[config.mk]
export PLATFORM = sky130hd
export DESIGN_NAME = fifo_uart_tx_flat
export DESIGN_NICKNAME = d
export VERILOG_FILES = /design/src/rtl/fifo_uart_tx_pkg.sv /design/src/rtl/fifo_uart_tx_if.sv /design/src/rtl/fifo_uart_tx_baud_tick_gen.sv /design/src/rtl/fifo_uart_tx.sv /design/src/flat_wrapper.sv
export SDC_FILE = /design/constraint.sdc
export NUM_CORES = 1
export LEC_CHECK = 0
export CORE_AREA = 2 2 68 70
export DETAILED_ROUTE_END_ITERATION = 10
export DIE_AREA = 0 0 70 72
export GPL_ROUTABILITY_DRIVEN = 1
export GPL_TIMING_DRIVEN = 0
export PLACE_DENSITY = 0.44
export SYNTH_ARGS = -nofsm -noshare
export SYNTH_HDL_FRONTEND = slang
export SYNTH_SLANG_ARGS = --single-unit
[constraint.sdc]
create_clock -name clk -period 2.38 [get_ports clk]
set_clock_uncertainty 0.05 [all_clocks]
set_input_delay 0.476 -clock clk [delete_from_list [all_inputs] [get_ports clk]]
set_output_delay 0.476 -clock clk [all_outputs]
set_load 0.01 [all_outputs]
[src/rtl/fifo_uart_tx_pkg.sv]
// Shared types and constants for the FIFO-to-UART transmitter.
// Optional macro FIFO_UART_TX_PARITY_EN adds the even-parity state to the FSM.
package fifo_uart_pkg;

    localparam int unsigned DATA_BITS   = 8;
    localparam logic        IDLE_LEVEL  = 1'b1;
    localparam logic        START_LEVEL = 1'b0;

`ifdef FIFO_UART_TX_PARITY_EN
    typedef enum logic [2:0] {
        StIdle,
        StFetch,
        StWait,
        StStart,
        StData,
        StParity,
        StStop
    } tx_state_t;
`else
    typedef enum logic [2:0] {
        StIdle,
        StFetch,
        StWait,
        StStart,
        StData,
        StStop
    } tx_state_t;
`endif

endpackage

[src/rtl/fifo_uart_tx_if.sv]
// FIFO read-side handshake between the synchronous FIFO and the UART transmitter.
// The master is the consumer that issues fifo_r_en; the slave is the FIFO.
interface fifo_uart_tx_if;
    import fifo_uart_pkg::*;

    logic                 fifo_empty;
    logic                 fifo_r_en;
    logic [DATA_BITS-1:0] fifo_data;
    logic                 fifo_valid;

    modport master (
        input  fifo_empty,
        input  fifo_data,
        input  fifo_valid,
        output fifo_r_en
    );

    modport slave (
        output fifo_empty,
        output fifo_data,
        output fifo_valid,
        input  fifo_r_en
    );

endinterface

[src/rtl/fifo_uart_tx_baud_tick_gen.sv]
// Bit-period counter: tick_o is high on the last clock of each CLKS_PER_BIT period.
// clear_i restarts the period so every state begins on a fresh bit boundary.
module baud_tick_gen #(
    parameter int unsigned CLKS_PER_BIT = 434
) (
    input  logic clk,
    input  logic rst,
    input  logic clear_i,
    output logic tick_o
);

    localparam int unsigned CntW = (CLKS_PER_BIT > 1) ? $clog2(CLKS_PER_BIT) : 1;
    localparam logic [CntW-1:0] CntLast = CntW'(CLKS_PER_BIT - 1);

    logic [CntW-1:0] cnt_q, cnt_d;

    assign tick_o = (cnt_q == CntLast);

    always_comb begin
        cnt_d = cnt_q + CntW'(1);
        if (clear_i || tick_o) begin
            cnt_d = '0;
        end
    end

    always_ff @(posedge clk) begin
        if (rst) begin
            cnt_q <= '0;
        end else begin
            cnt_q <= cnt_d;
        end
    end

endmodule

[src/rtl/fifo_uart_tx.sv]
// Drains the FIFO one byte at a time and serialises it as UART 8N1 (8E1 when
// FIFO_UART_TX_PARITY_EN is defined), LSB first, on a registered txd line.
module fifo_uart_tx
    import fifo_uart_pkg::*;
#(
    parameter int unsigned CLKS_PER_BIT = 434
) (
    input  logic           clk,
    input  logic           rst,
    input  logic           tx_en_i,
    fifo_uart_tx_if.master fifo,
    output logic           txd_o,
    output logic           busy_o,
    output logic           frame_done_o
);

    localparam int unsigned IdxW = $clog2(DATA_BITS);
    localparam logic [IdxW-1:0] IdxLast = IdxW'(DATA_BITS - 1);

    tx_state_t            state_q, state_d;
    logic [IdxW-1:0]      bit_idx_q, bit_idx_d;
    logic [DATA_BITS-1:0] shift_q, shift_d;
    logic                 txd_q, txd_d;
    logic                 tick;
    logic                 baud_clear;
`ifdef FIFO_UART_TX_PARITY_EN
    logic                 parity_q, parity_d;
`endif

    assign baud_clear = (state_d != state_q);

    baud_tick_gen #(
        .CLKS_PER_BIT(CLKS_PER_BIT)
    ) u_baud_tick_gen (
        .clk    (clk),
        .rst    (rst),
        .clear_i(baud_clear),
        .tick_o (tick)
    );

    always_comb begin
        state_d   = state_q;
        bit_idx_d = bit_idx_q;
        shift_d   = shift_q;
`ifdef FIFO_UART_TX_PARITY_EN
        parity_d  = parity_q;
`endif
        unique case (state_q)
            StIdle: begin
                if (tx_en_i && !fifo.fifo_empty) state_d = StFetch;
            end
            StFetch: state_d = StWait;
            StWait: begin
                if (fifo.fifo_valid) begin
                    shift_d = fifo.fifo_data;
`ifdef FIFO_UART_TX_PARITY_EN
                    parity_d = ^fifo.fifo_data;
`endif
                    state_d = StStart;
                end
            end
            StStart: begin
                if (tick) begin
                    bit_idx_d = '0;
                    state_d   = StData;
                end
            end
            StData: begin
                if (tick) begin
                    shift_d = shift_q >> 1;
                    if (bit_idx_q == IdxLast) begin
`ifdef FIFO_UART_TX_PARITY_EN
                        state_d = StParity;
`else
                        state_d = StStop;
`endif
                    end else begin
                        bit_idx_d = bit_idx_q + IdxW'(1);
                    end
                end
            end
`ifdef FIFO_UART_TX_PARITY_EN
            StParity: begin
                if (tick) state_d = StStop;
            end
`endif
            StStop: begin
                if (tick) state_d = StIdle;
            end
            default: state_d = StIdle;
        endcase
    end

    // Line level follows the next state so txd_q lines up with state_q.
    always_comb begin
        txd_d = IDLE_LEVEL;
        unique case (state_d)
            StStart:  txd_d = START_LEVEL;
            StData:   txd_d = shift_d[0];
`ifdef FIFO_UART_TX_PARITY_EN
            StParity: txd_d = parity_q;
`endif
            default:  txd_d = IDLE_LEVEL;
        endcase
    end

    always_ff @(posedge clk) begin
        if (rst) begin
            state_q   <= StIdle;
            bit_idx_q <= '0;
            shift_q   <= '0;
            txd_q     <= IDLE_LEVEL;
`ifdef FIFO_UART_TX_PARITY_EN
            parity_q  <= 1'b0;
`endif
        end else begin
            state_q   <= state_d;
            bit_idx_q <= bit_idx_d;
            shift_q   <= shift_d;
            txd_q     <= txd_d;
`ifdef FIFO_UART_TX_PARITY_EN
            parity_q  <= parity_d;
`endif
        end
    end

    assign fifo.fifo_r_en = (state_q == StFetch);
    assign busy_o         = (state_q != StIdle);
    assign frame_done_o   = (state_q == StStop) && tick;
    assign txd_o          = txd_q;

endmodule
[src/flat_wrapper.sv]
// flat-port wrapper written by rule: the top's interface ports become plain ports
module fifo_uart_tx_flat import fifo_uart_pkg::*;
#(
    parameter int unsigned CLKS_PER_BIT = 434
)
  (clk, rst, tx_en_i, txd_o, busy_o, frame_done_o, fifo_fifo_empty, fifo_fifo_data, fifo_fifo_valid, fifo_fifo_r_en);
  fifo_uart_tx_if fifo_i ();
  input  logic clk;
  input  logic rst;
  input  logic tx_en_i;
  output logic txd_o;
  output logic busy_o;
  output logic frame_done_o;
  input wire logic [$bits(fifo_i.fifo_empty)-1:0] fifo_fifo_empty;
  input wire logic [$bits(fifo_i.fifo_data)-1:0] fifo_fifo_data;
  input wire logic [$bits(fifo_i.fifo_valid)-1:0] fifo_fifo_valid;
  output wire logic [$bits(fifo_i.fifo_r_en)-1:0] fifo_fifo_r_en;
  assign fifo_i.fifo_empty = fifo_fifo_empty;
  assign fifo_i.fifo_data = fifo_fifo_data;
  assign fifo_i.fifo_valid = fifo_fifo_valid;
  assign fifo_fifo_r_en = fifo_i.fifo_r_en;
  fifo_uart_tx #(.CLKS_PER_BIT(CLKS_PER_BIT)) u_core (.clk(clk), .rst(rst), .tx_en_i(tx_en_i), .fifo(fifo_i), .txd_o(txd_o), .busy_o(busy_o), .frame_done_o(frame_done_o));
endmodule
# After elaboration in Yosys (flattened, before gate mapping)
# Cells that the tools add are included.
# op_classes
bitwise_logic	0
shifts	0
magnitude_cmp	0
reduce_logical	11
eq_ne	14
mux	15
div	0
multipliers	0
addsub	2
# op_table
operator	n
$mux W3	9
$pmux W3 S6	1
$mux W8	2
$pmux W8 S2	1
$eq A3 B3 Y1 const B	4
$add A9 B1 Y9 const B	1
$eq A3 B2 Y1 const B	3
$eq A9 B9 Y1 const B	1
$pmux W3 S2	1
$ne A2 B1 Y1 const B	2
$ne A2 B2 Y1 const B	2
$reduce_and A4 Y1	1
$reduce_bool A2 Y1	2
$add A3 B1 Y3 const B	1
$eq A3 B1 Y1 const B	1
$logic_not A3 Y1	1
$ne A3 B3 Y1	1
$reduce_and A3 Y1	1
$reduce_bool A3 Y1	1
$logic_and A1 B1 Y1	2
$pmux W1 S2	1
$reduce_or A2 Y1	1
$logic_not A1 Y1	1
$logic_or A1 B1 Y1	1
# totals
memories	0
inputBits	13
mem_bits_rw	0
out_inout_bits	4
elab_cells	48
latchBits	0
mem_bits_ro	0
ff_bits	24

# Depth between registers and ports, before layout
# logic_depth
depth_word	7
ltp_mapped	9
mapped_depth_nobuf	7

# Hierarchy
# From an unflattened synthesis, not the netlist that was laid out.
# unflattened
hier_cells	133
hier_area_um2	1221.2
# modules_own_cells
mod	seq_area_each_um2	area_each_um2	n_inst	cells_per_inst
fifo_uart_tx	300.3	774.5	1	84
baud_tick_gen	180.2	446.7	1	49

# Worst setup path before layout
# Ideal clock, no wire load.
# synth_path
path_type	flip-flop to flip-flop
from	register u_core.u_baud_tick_gen.cnt_q[1]
to	register u_core.u_baud_tick_gen.cnt_q[0]
n_path_buf	2
synth_period_minus_slack_ps	2019
slack_ps	361
t_required_ps	2251
t_arrival_ps	1890
setup_ps	79
path_stages_with_launch	10
cell_sequence	dfxtp_1 -> inv_1 -> ha_1 -> and4b_4 -> and2_4 -> buf_6 -> a311o_1 -> or2_1 -> buf_6 -> a211oi_2
# synth_via
elab_chain_len	6
word_cells_on_any_way	8
classes_between	eq/ne (2); mux (4); reduce/logical (2)
# synth_rtl
item	line	source
start, declared	fifo_uart_tx_baud_tick_gen.sv:15	logic [CntW-1:0] cnt_q, cnt_d;
start signal, assigned	fifo_uart_tx_baud_tick_gen.sv:30	cnt_q <= cnt_d;
$eq A9 B9 Y1 *	fifo_uart_tx_baud_tick_gen.sv:17	assign tick_o = (cnt_q == CntLast);
$mux W3 (on tied branches)	fifo_uart_tx.sv:88, fifo_uart_tx.sv:63, fifo_uart_tx.sv:69	
$pmux W3 S6	fifo_uart_tx.sv:48	unique case (state_q)
$ne A3 B3 Y1	fifo_uart_tx.sv:30	assign baud_clear = (state_d != state_q);
$logic_or A1 B1 Y1 *	fifo_uart_tx_baud_tick_gen.sv:21	if (clear_i || tick_o) begin
$reduce_or A2 Y1 (no line) *	--	
# Mark *: on every way between the ends. The rest lies on a longest branch, timed or not.
# A chain may end at the register's enable or synchronous reset.

# Worst setup path after layout
# layout_path
from	register u_core.state_q[0]
to	output fifo_fifo_r_en
# layout_via
elab_chain_len	1
# layout_rtl
item	line	source
start, declared	fifo_uart_tx.sv:20	tx_state_t state_q, state_d;
start signal, assigned	fifo_uart_tx.sv:109	state_q <= StIdle;
start signal, assigned	fifo_uart_tx.sv:117	state_q <= state_d;
$eq A3 B1 Y1	fifo_uart_tx.sv:127	assign fifo.fifo_r_en = (state_q == StFetch);
end, declared	flat_wrapper.sv:17	output wire logic [$bits(fifo_i.fifo_r_en)-1:0] fifo_fifo_r_en;
# Every way passes these cells.

==> results by group <==
Layout
  – Multi-input logic area: 702 sq um
  – Storage element area: 492 sq um
  – Fin nets: 165
  – Most frequent cells in the layout: dfxtp_1 (21), clkdlybuf4s50_1 (14), nand2_1 (12)
  – Most common cell after layout, fill and taps aside: dfxtp_1
  – Syn-to-layout area delta: 22.1%
  – Fill cell count: 462
  – Number of diodes: 0
  – Fraction of layout cells with a size suffix above 1: 19.2%

Timing
  – Clock period minus worst slack: 2260 ps
  – PnR worst setup slack: 123 ps
  – Setup_tns: 0 ps
  – Final setup viols: 0
  – Final worst-path cycle share: 94.8%
  – Worst slew pin tran: 474 ps
  – Fmax: 443 MHz
  – Normalized max-slew margin: 68.4%
  – RSZ-0062 raised after global routing: no
  – Final hold slack: 400 ps
  – Final Hold Fails: 0
  – Pins over their slew limit: 0

Detailed routing
  – DR vias/cell: 4.98
  – DRT iter0 DRCs: 35
  – WL final: 2540 microns
  – Drt pass-1 iters: 4
  – DRT antenna net count: 0
  – WL/cell: 12.8 microns
  – Vias: 986
  – DRC viols: 0

Yosys
  – Ys flop type: dfxtp_1
  – Post-synth EDFFs: 0
  – Syn Nets: 146
  – Synth area leader: dfxtp_1
  – Number of register bits inferred by synthesis: 24
  – Leading post-synthesis cells by cell area: dfxtp_1 (39%), a211oi_2 (9.1%), xor2_1 (4.3%)
  – Avg Inst Size Synth: 9.56 sq um
  – Synth Instances: 129
  – Yosys warns: 0
  – Async SR Flop Fraction: 0%
  – Synth top area share: 38.9%
  – Distinct cell type count after synthesis: 39
  – Post-Syn Area: 1230 sq um
  – Sequential-to-total area share from yosys stat: 38.9%

Clock network
  – Root Driver: clkbuf_8
  – Clk buf depth: 2
  – CTS buffer count: 3
  – Worst-skew pair later-pin latency: 260 ps
  – H-tree depth: 1
  – Sink count of the clock tree: 24
  – Clk slew on worst S/H paths: 80 ps
  – TritonCTS clock tree: done

Global routing
  – Wire length of the first global-routing pass: 4420 microns
  – Gr usage total: 10.7%
  – Antenna violations before repair: 0
  – Grt ovf: 0
  – Largest net degree at the start of global routing: 13
  – Vias in the first global route: 978

Power and ir drop
  – VDD IR max: 0.170 mV
  – Power Dens Cells: 506 nW/um^2
  – Leakage power: 0.534 nW

Critical path
  – Crit end category: primary output
  – Critical path arrival: 1730 ps
  – CP max stage delay: 560 ps
  – Critical Path RT: 1850 ps
  – Setup crit start kind: register
  – WS Path Type: register to primary output
  – Slowest cell on crit path: clkdlybuf4s50_1
  – Crit Path Max Fanout: 11
  – CP cell instances: inv_1 -> buf_2 -> nor3_2 -> clkdlybuf4s50_1

Floorplanning
  – Die W: 70 microns
  – Initial Util: 28.9%
  – I/O pin count: 17
  – Std cell rows: 24
  – Die area: 5040 sq um
  – Core Area: 4260 sq um
  – Die H: 72 microns

Run
  – Max-cap check violation count: 0

Status
  – Result of the run: finished clean

Placed design
  – Port buffer count: 15
  – Worst slack, placed: 32.4 ps
  – GP Congestion: 0.681
  – Hpwl dp: 1890 microns

Worst hold path
  – Hold WC Path Type: register to register
cell type report:
cell class                      instances  share of cell area, %
Multi-Input combinational cell         93                   46.6
Sequential cell                        24                   32.6
Timing Repair Buffer                   15                   9.63
Tap cell                               52                   4.32
Buffer                                  9                   3.57
Clock buffer                            3                   2.74
Inverter                                2                  0.498
power breakdown:
part / switching, mW / leakage (nW) / internal, mW / total (mW)
clock network: 0.119 / 0.0216 / 0.113 / 0.232
logic: 0.0528 / 0.316 / 0.0515 / 0.104
registers: 0.0121 / 0.196 / 0.414 / 0.426
total: 0.184 / 0.534 / 0.578 / 0.762
cells in the mapped netlist, types with 2 or more instances:
library cell  number
a211oi_2           9
a21oi_1           10
a22oi_1            6
and3_1             3
buf_2              4
buf_6              2
clkbuf_1           4
dfxtp_1           24
ha_1               4
inv_1              2
mux2i_1            2
nand2_1           12
nand3_1            3
nand4_1            4
nor2_1             6
nor2b_1            4
nor3b_1            3
xor2_1             6
critical path: cells and delay by family (launching register included):
kind,cells,cell delay [ps]
buf+inv,3,830
flops,1,400
simple gates,1,230
metrics by stage:
step | cell area [sq um] | util, % | instances | total power [mW]
6_report | 1510 | 35.3 | 198 | 0.762
3_5_place_dp | 1450 | 34.0 | 196 | 0.540
5_1_grt | 1510 | 35.3 | 198 | 0.803
2_1_floorplan | 1230 | - | 129 | 0.497
4_1_cts | 1500 | 35.2 | 198 | 0.775
3_3_place_gp | 1450 | 34.0 | 196 | 0.538
state kept, by name (all words and copies together) (netlist names):
register                      count
u_core.u_baud_tick_gen.cnt_q      9
u_core.shift_q                    8
u_core.bit_idx_q                  3
u_core.state_q                    3
u_core.txd_o                      1
kinds of logic (layout without fill, tap and decap cells):
kind of cell / Yosys count / count (layout) / share of synthesized area, %
compound gates: 33 / 33 / 22.5
xor+xnor: 7 / 7 / 4.97
fa+ha+maj: 4 / 4 / 4.06
buf+inv: 12 / 29 / 5.27
flops: 24 / 24 / 38.9
mux: 2 / 2 / 1.62
simple gates: 47 / 47 / 22.6
what timing repair did:
item / CTS / global route
resized for setup: 5 / 6
setup buffers: 0 / 0
hold buffers: 0 / 0
endpoints found under the setup margin: 2 / 2
layer usage:
layer	wire [microns]	global-route usage, %
met1	1240	13.8
met2	1180	18.1
met3	104	1.67
met4	19	4.49
met5	0	0
path summary, 6_finish.rpt:
check                           cells after the start                                    endpoint                                        from  slack, ps
worst max-delay path                                4                              fifo_fifo_r_en                u_core.state_q[0]$_SDFF_PP0_        120
worst max register to register                      9  u_core.u_baud_tick_gen.cnt_q[0]$_SDFF_PP0_  u_core.u_baud_tick_gen.cnt_q[1]$_SDFF_PP0_        250
worst min-delay path                                1  u_core.u_baud_tick_gen.cnt_q[0]$_SDFF_PP0_  u_core.u_baud_tick_gen.cnt_q[0]$_SDFF_PP0_        400
worst min register to register                      1  u_core.u_baud_tick_gen.cnt_q[0]$_SDFF_PP0_  u_core.u_baud_tick_gen.cnt_q[0]$_SDFF_PP0_        400
Note: power is estimated with default switching activity, not from simulation.
